--- src/rtl/crop_pkg.sv ---
// Shared types and default geometry for the crop sequencer.
package crop_pkg;

    localparam int unsigned DEF_IN_ROWS  = 9;
    localparam int unsigned DEF_IN_COLS  = 9;
    localparam int unsigned DEF_OUT_ROWS = 3;
    localparam int unsigned DEF_OUT_COLS = 3;

    localparam int unsigned IN_PIX  = DEF_IN_ROWS * DEF_IN_COLS;
    localparam int unsigned OUT_PIX = DEF_OUT_ROWS * DEF_OUT_COLS;

    // Origin fields are sized for the default frame; the top rejects wider geometries.
    localparam int unsigned Y_W = $clog2(DEF_IN_ROWS);
    localparam int unsigned X_W = $clog2(DEF_IN_COLS);

    typedef enum logic [2:0] {
        StIdle,
        StLoad,
        StRun,
        StDrain,
        StDone
    } crop_seq_state_t;

    typedef struct packed {
        logic [Y_W-1:0] y;
        logic [X_W-1:0] x;
    } origin_t;

    function automatic int unsigned idx_width(input int unsigned n);
        return (n <= 2) ? 1 : $clog2(n);
    endfunction

endpackage

--- src/rtl/beat_counter.sv ---
// Saturating handshake counter with synchronous clear, full flag and a
// flag for the beat that makes it full.
module beat_counter #(
    parameter int unsigned Width = 7,
    parameter int unsigned Limit = 81
) (
    input  logic clk_i,
    input  logic rst_ni,
    input  logic clr_i,
    input  logic inc_i,
    output logic full_o,
    output logic last_o
);

    logic [Width-1:0] cnt_d, cnt_q;

    assign full_o = (cnt_q == Width'(Limit));
    assign last_o = inc_i && !full_o && (cnt_q == Width'(Limit - 1));

    always_comb begin
        cnt_d = cnt_q;
        if (clr_i) begin
            cnt_d = '0;
        end else if (inc_i && !full_o) begin
            cnt_d = cnt_q + 1'b1;
        end
    end

    always_ff @(posedge clk_i or negedge rst_ni) begin
        if (!rst_ni) begin
            cnt_q <= '0;
        end else begin
            cnt_q <= cnt_d;
        end
    end

endmodule

--- src/rtl/crop_sequencer.sv ---
// Runs a table of crop origins over repeated source-frame passes on one crop engine.
// Optional CROP_SEQ_BOUNDS_CHECK_EN skips out-of-frame origins and flags bounds_err.
module crop_sequencer
    import crop_pkg::*;
#(
    parameter int unsigned PIXEL_BIT_WIDTH = 8,
    parameter int unsigned IN_ROWS         = DEF_IN_ROWS,
    parameter int unsigned IN_COLS         = DEF_IN_COLS,
    parameter int unsigned OUT_ROWS        = DEF_OUT_ROWS,
    parameter int unsigned OUT_COLS        = DEF_OUT_COLS,
    parameter int unsigned NUM_CROPS       = 4
) (
    input  logic                               clk,
    input  logic                               reset_n,
    input  logic                               start,
    input  logic                               abort,
    input  logic                               cfg_we,
    input  logic [idx_width(NUM_CROPS)-1:0]    cfg_idx,
    input  logic [$clog2(IN_ROWS)-1:0]         cfg_y,
    input  logic [$clog2(IN_COLS)-1:0]         cfg_x,
    input  logic                               in_fire,
    input  logic                               out_fire,
    output logic                               src_go,
    output logic                               eng_clear,
    output logic [$clog2(IN_ROWS)-1:0]         crop_y1,
    output logic [$clog2(IN_COLS)-1:0]         crop_x1,
    output logic [idx_width(NUM_CROPS)-1:0]    crop_idx,
    output logic                               busy,
    output logic                               done
`ifdef CROP_SEQ_BOUNDS_CHECK_EN
    ,
    output logic                               bounds_err
`endif
);

    localparam int unsigned IW     = idx_width(NUM_CROPS);
    localparam int unsigned YW     = $clog2(IN_ROWS);
    localparam int unsigned XW     = $clog2(IN_COLS);
    localparam int unsigned InPix  = IN_ROWS * IN_COLS;
    localparam int unsigned OutPix = OUT_ROWS * OUT_COLS;
    localparam int unsigned CntW   = $clog2(InPix + 1);

    if (PIXEL_BIT_WIDTH == 0 || NUM_CROPS == 0 || YW > Y_W || XW > X_W ||
        OUT_ROWS > IN_ROWS || OUT_COLS > IN_COLS) begin : g_bad_cfg
        $error("crop_sequencer: unsupported parameter set");
    end

    crop_seq_state_t state_d, state_q;
    logic [IW-1:0]   crop_idx_d, crop_idx_q, idx_nxt;
    logic [YW-1:0]   crop_y1_d, crop_y1_q;
    logic [XW-1:0]   crop_x1_d, crop_x1_q;
    origin_t         tbl_q [NUM_CROPS];
    logic            tbl_we, is_last, advance;
    logic            in_full, in_last, out_full, out_last;
    logic            unused_flags;

    assign idx_nxt      = crop_idx_q + 1'b1;
    assign is_last      = (crop_idx_q == IW'(NUM_CROPS - 1));
    assign unused_flags = in_full | out_last;

    beat_counter #(
        .Width(CntW),
        .Limit(InPix)
    ) u_in_cnt (
        .clk_i (clk),
        .rst_ni(reset_n),
        .clr_i (state_q == StLoad),
        .inc_i (in_fire && state_q == StRun),
        .full_o(in_full),
        .last_o(in_last)
    );

    // Output beats may complete before the input side, so count them in RUN too.
    beat_counter #(
        .Width(CntW),
        .Limit(OutPix)
    ) u_out_cnt (
        .clk_i (clk),
        .rst_ni(reset_n),
        .clr_i (state_q == StLoad),
        .inc_i (out_fire && (state_q == StRun || state_q == StDrain)),
        .full_o(out_full),
        .last_o(out_last)
    );

`ifdef CROP_SEQ_BOUNDS_CHECK_EN
    logic oob, bounds_err_d, bounds_err_q;

    assign oob = ((32'(crop_y1_q) + OUT_ROWS) > IN_ROWS) ||
                 ((32'(crop_x1_q) + OUT_COLS) > IN_COLS);
    assign bounds_err = bounds_err_q;

    always_comb begin
        bounds_err_d = bounds_err_q;
        if (state_q == StIdle && start && !abort) begin
            bounds_err_d = 1'b0;
        end else if (state_q == StLoad && oob) begin
            bounds_err_d = 1'b1;
        end
    end

    always_ff @(posedge clk or negedge reset_n) begin
        if (!reset_n) begin
            bounds_err_q <= 1'b0;
        end else begin
            bounds_err_q <= bounds_err_d;
        end
    end
`endif

    always_comb begin
        state_d    = state_q;
        crop_idx_d = crop_idx_q;
        crop_y1_d  = crop_y1_q;
        crop_x1_d  = crop_x1_q;
        advance    = 1'b0;
        if (abort) begin
            state_d = StIdle;
        end else begin
            unique case (state_q)
                StIdle: begin
                    if (start) begin
                        state_d    = StLoad;
                        crop_idx_d = '0;
                        crop_y1_d  = YW'(tbl_q[0].y);
                        crop_x1_d  = XW'(tbl_q[0].x);
                    end
                end
                StLoad: begin
`ifdef CROP_SEQ_BOUNDS_CHECK_EN
                    if (oob) advance = 1'b1;
                    else     state_d = StRun;
`else
                    state_d = StRun;
`endif
                end
                StRun:   if (in_last) state_d = StDrain;
                StDrain: if (out_full) advance = 1'b1;
                StDone:  state_d = StIdle;
                default: state_d = StIdle;
            endcase
            if (advance) begin
                if (is_last) begin
                    state_d = StDone;
                end else begin
                    state_d    = StLoad;
                    crop_idx_d = idx_nxt;
                    crop_y1_d  = YW'(tbl_q[idx_nxt].y);
                    crop_x1_d  = XW'(tbl_q[idx_nxt].x);
                end
            end
        end
    end

    always_comb begin
        src_go    = (state_q == StRun);
        busy      = (state_q != StIdle);
        done      = (state_q == StDone);
        eng_clear = (state_q == StLoad);
`ifdef CROP_SEQ_BOUNDS_CHECK_EN
        eng_clear = eng_clear && !oob;
`endif
    end

    always_ff @(posedge clk or negedge reset_n) begin
        if (!reset_n) begin
            state_q    <= StIdle;
            crop_idx_q <= '0;
            crop_y1_q  <= '0;
            crop_x1_q  <= '0;
        end else begin
            state_q    <= state_d;
            crop_idx_q <= crop_idx_d;
            crop_y1_q  <= crop_y1_d;
            crop_x1_q  <= crop_x1_d;
        end
    end

    // Origin table has no reset; it is only meaningful once written.
    assign tbl_we = cfg_we && (state_q == StIdle) && (32'(cfg_idx) < NUM_CROPS);

    always_ff @(posedge clk) begin
        if (tbl_we) begin
            tbl_q[cfg_idx] <= origin_t'{y: Y_W'(cfg_y), x: X_W'(cfg_x)};
        end
    end

    assign crop_idx = crop_idx_q;
    assign crop_y1  = crop_y1_q;
    assign crop_x1  = crop_x1_q;

endmodule

--- config.mk ---
export PLATFORM = sky130hd
export DESIGN_NAME = crop_sequencer
export DESIGN_NICKNAME = d
export VERILOG_FILES = /design/src/rtl/crop_pkg.sv /design/src/rtl/beat_counter.sv /design/src/rtl/crop_sequencer.sv
export SDC_FILE = /design/constraint.sdc
export NUM_CORES = 1
export LEC_CHECK = 0
export CAP_MARGIN = 20
export CORE_MARGIN = 2
export CORE_UTILIZATION = 40
export DETAILED_ROUTE_END_ITERATION = 6
export HOLD_SLACK_MARGIN = 0.02
export PLACE_DENSITY = 0.67
export SYNTH_ARGS = -nofsm -noshare
export SYNTH_HDL_FRONTEND = slang
export SYNTH_SLANG_ARGS = --single-unit
--- constraint.sdc ---
create_clock -name clk -period 3.2 [get_ports clk]
set_input_delay 0.64 -clock clk [delete_from_list [all_inputs] [get_ports clk]]
set_output_delay 0.64 -clock clk [all_outputs]
set_load 0.01 [all_outputs]
==> flow_metrics.env <==
export IMPL_vias_per_cell=5.264
export IMPL_fill_cells=613
export IMPL_grt_pass1_vias=1681
export IMPL_synth_mux_area_share_pct=8.510
export IMPL_synth_edf_count=32
export IMPL_critPathMaxStageDelay_ns=0.60
export IMPL_drt_wl_total_um=4909
export IMPL_core_area_mm2=0.006681
export IMPL_area_growth_syn_to_layout_pct=21.39
export IMPL_clkTransAtPathRegs_ns=0.07
export IMPL_grt_pass1_wl_um=8273
export IMPL_clkLatencyLatePin_ns=0.34
export IMPL_design_area_mm2=0.003302
export IMPL_ys_seq_area_share_pct=60.17
export IMPL_worstPathRequired_ns=2.56
export IMPL_syn_num_nets=211
export IMPL_nets=249
export IMPL_grt_total_usage_pct=14.75
export IMPL_grt_max_degree=28
export IMPL_synth_xor_area_share_pct=3.220
export IMPL_ys_warnings_count=0
export IMPL_period_share_pct=77.82
export IMPL_diodes=0
export IMPL_synth_cell_types=48
export IMPL_tritoncts="yes"
export IMPL_vias=1637
export IMPL_multi_input_area_um2=996.0
export IMPL_synth_simple_area_share_pct=15.23
export IMPL_numCtsBuffers=9
export IMPL_die_x_um=86.47
export IMPL_dr_first_iter_drc_count=41
export IMPL_cp_start_kind="flop"
export IMPL_syn_instance_count=188
export IMPL_cellPowerDensity_mw_per_mm2=578.3
export IMPL_timing_hold_ws_ns=0.4863
export IMPL_critPathKind="flop to output pin"
export IMPL_cp_slowest_cell="dfrtp_1"
export IMPL_p_leak_nw=1.317
export IMPL_overflow=0
export IMPL_final_common_cell="edfxtp_1"
export IMPL_antenna_left=0
export IMPL_place_gp_congestion=0.7385
export IMPL_post_dp_cell_area_mm2=0.003093
export IMPL_hold_class="flop to flop"
export IMPL_syn_area_per_cell_um2=14.47
export IMPL_cts_hold_fix_buffers=0
export IMPL_final_cell_mix="edfxtp_1 (32), clkdlybuf4s50_1 (30), dfrtp_1 (27)"
export IMPL_dieArea_mm2=0.007476
export IMPL_tightestPinTransition_ns=0.5350
export IMPL_boundaryPins=31
export IMPL_clock_path_buffers=2
export IMPL_ctsResizeCount=0
export IMPL_hold_viol=0
export IMPL_max_freq_mhz=401.5
export IMPL_crit_arrival_ns=1.85
export IMPL_worst_path_buf_inv=2
export IMPL_h_tree_depth=3
export IMPL_rows=30
export IMPL_endpoint_kind="output pin"
export IMPL_slew_headroom_pct=63.83
export IMPL_synth_fa_ha_area_share_pct=2.760
export IMPL_regArea_mm2=0.001637
export IMPL_first_pass_iters=4
export IMPL_portBuffers=30
export IMPL_cts_setup_buffers=0
export IMPL_antenna_found_initial=0
export IMPL_remaining_drc_errors=0
export IMPL_fin_crit_ns=2.490
export IMPL_ir_worst_vdd_v=0.0003185
export IMPL_cap_viol_max_count=0
export IMPL_clock_skew_ns=0.007249
export IMPL_routedWlPerCell_um=15.78
export IMPL_drv_slew=0
export IMPL_synth_ff_type="edfxtp_1"
export IMPL_path_max_fanout=13
export IMPL_synthArstFlopShare_pct=45.76
export IMPL_crit_chain="inv_1 -> nor3_1 -> clkdlybuf4s50_1"
export IMPL_clock_sinks=59
export IMPL_status="completed"
export IMPL_ys_ff_latch=59
export IMPL_critPathTopFamily="buffers and inverters"
export IMPL_rsz0062_at_grt="no"
export IMPL_start_util_pct=40.71
export IMPL_syn_area_mm2=0.002720
export IMPL_layout_drive_gt1_share_pct=16.02
export IMPL_synth_compound_area_share_pct=6.900
export IMPL_tns_ns=0
export IMPL_die_height_um=86.47
export IMPL_finalSetupViolCount=0
export IMPL_clockRootBuffer="clkbuf_8"
export IMPL_synth_top_family_by_area="simple AND/OR/NAND/NOR gates"
export IMPL_hpwl_um=3352
==> worst register-to-register path: stages (launching register included) <==
cell     delay [ns]
dfrtp_1        0.53
ha_1           0.66
mux4_1         0.61
a22o_1         0.21
a21o_1         0.15
==> where the power goes <==
part / internal [mW] / switching, mW / leakage, nW / total, mW
combinational: 0.152 / 0.120 / 0.560 / 0.272
clock: 0.374 / 0.333 / 0.106 / 0.707
sequential: 0.869 / 0.0624 / 0.650 / 0.931
==> through the flow <==
step | setup slack, ns | instances | util (%) | power (mW)
2_1_floorplan | 1.188 | 188 | - | 1.087
3_3_place_gp | 0.8363 | 295 | 46.29 | 1.217
3_5_place_dp | 0.8297 | 295 | 46.29 | 1.225
4_1_cts | 0.6435 | 311 | 49.42 | 1.939
5_1_grt | 0.5190 | 311 | 49.42 | 2.008
6_report | 0.7096 | 311 | 49.42 | 1.910
==> area by class of cell <==
| type | instances | area share [%] |
|---|---|---|
| Clock buffer | 9 | 3.751 |
| Sequential cell | 59 | 49.56 |
| Clock inverter | 7 | 2.577 |
| Multi-Input combinational cell | 115 | 30.16 |
| Tap cell | 80 | 3.031 |
| Inverter | 6 | 0.6821 |
| Timing Repair Buffer | 35 | 10.23 |
==> sequential cells by signal, indices dropped and copies added (netlist names) <==
register	count
crop_idx	2
u_in_cnt.cnt_q	7
state_q	3
crop_y1	4
crop_x1	4
u_out_cnt.cnt_q	7
tbl_q	32
==> kinds of logic (layout without fill, tap and decap cells) <==
group / Yosys count / count (layout)
compound gates: 24 / 24
xor+xnor: 10 / 10
fa+ha+maj: 6 / 6
buf+inv: 14 / 57
flops: 59 / 59
mux: 11 / 11
simple gates: 64 / 64
==> cell usage after synthesis, types with 2 or more instances <==
cell type	n	area [um^2]
nand3_1	5	25.02
nor3b_1	2	15.01
o21ai_0	2	10.01
edfxtp_1	32	960.9
xnor2_1	4	35.03
nor2_1	16	60.06
nor3_1	3	15.01
nand2b_1	2	12.51
buf_4	3	22.52
inv_1	6	22.52
and4bb_2	2	25.02
and3_1	3	18.77
a22o_1	7	61.31
and2_1	3	18.77
nand4_1	4	25.02
nand2_1	9	33.78
a21o_1	7	52.55
dfrtp_1	27	675.7
o31ai_1	2	15.01
mux4_2	4	90.09
mux4_1	4	105.1
buf_6	3	33.78
xor2_1	6	52.55
ha_1	6	75.07
and2b_1	2	15.01
nor3_2	2	20.02
==> per-layer routing <==
layer / wire (um) / part of all wire [%] / GRT usage, %
met3: 202 / 4.1 / 4.000
met5: 0 / 0 / 0
met4: 89 / 1.8 / 7.386
met2: 2418 / 49 / 23.57
met1: 2198 / 45 / 18.52
==> final timing paths <==
| check | from | endpoint | slack, ns | cells past startpoint |
|---|---|---|---|---|
| max | state_q[1] | src_go | 0.71 | 3 |
| min | crop_x1[0] | crop_x1[0] | 0.49 | 1 |
| max reg2reg | crop_idx[0] | crop_x1[3] | 0.94 | 4 |
| min reg2reg | crop_x1[0] | crop_x1[0] | 0.49 | 1 |
| max in group asynchronous | reset_n | crop_x1[3] | 2.25 | 2 |
| min in group asynchronous | reset_n | u_in_cnt.cnt_q[3] | 0.68 | 2 |
No activity file was read; power rests on OpenSTA's default activity.
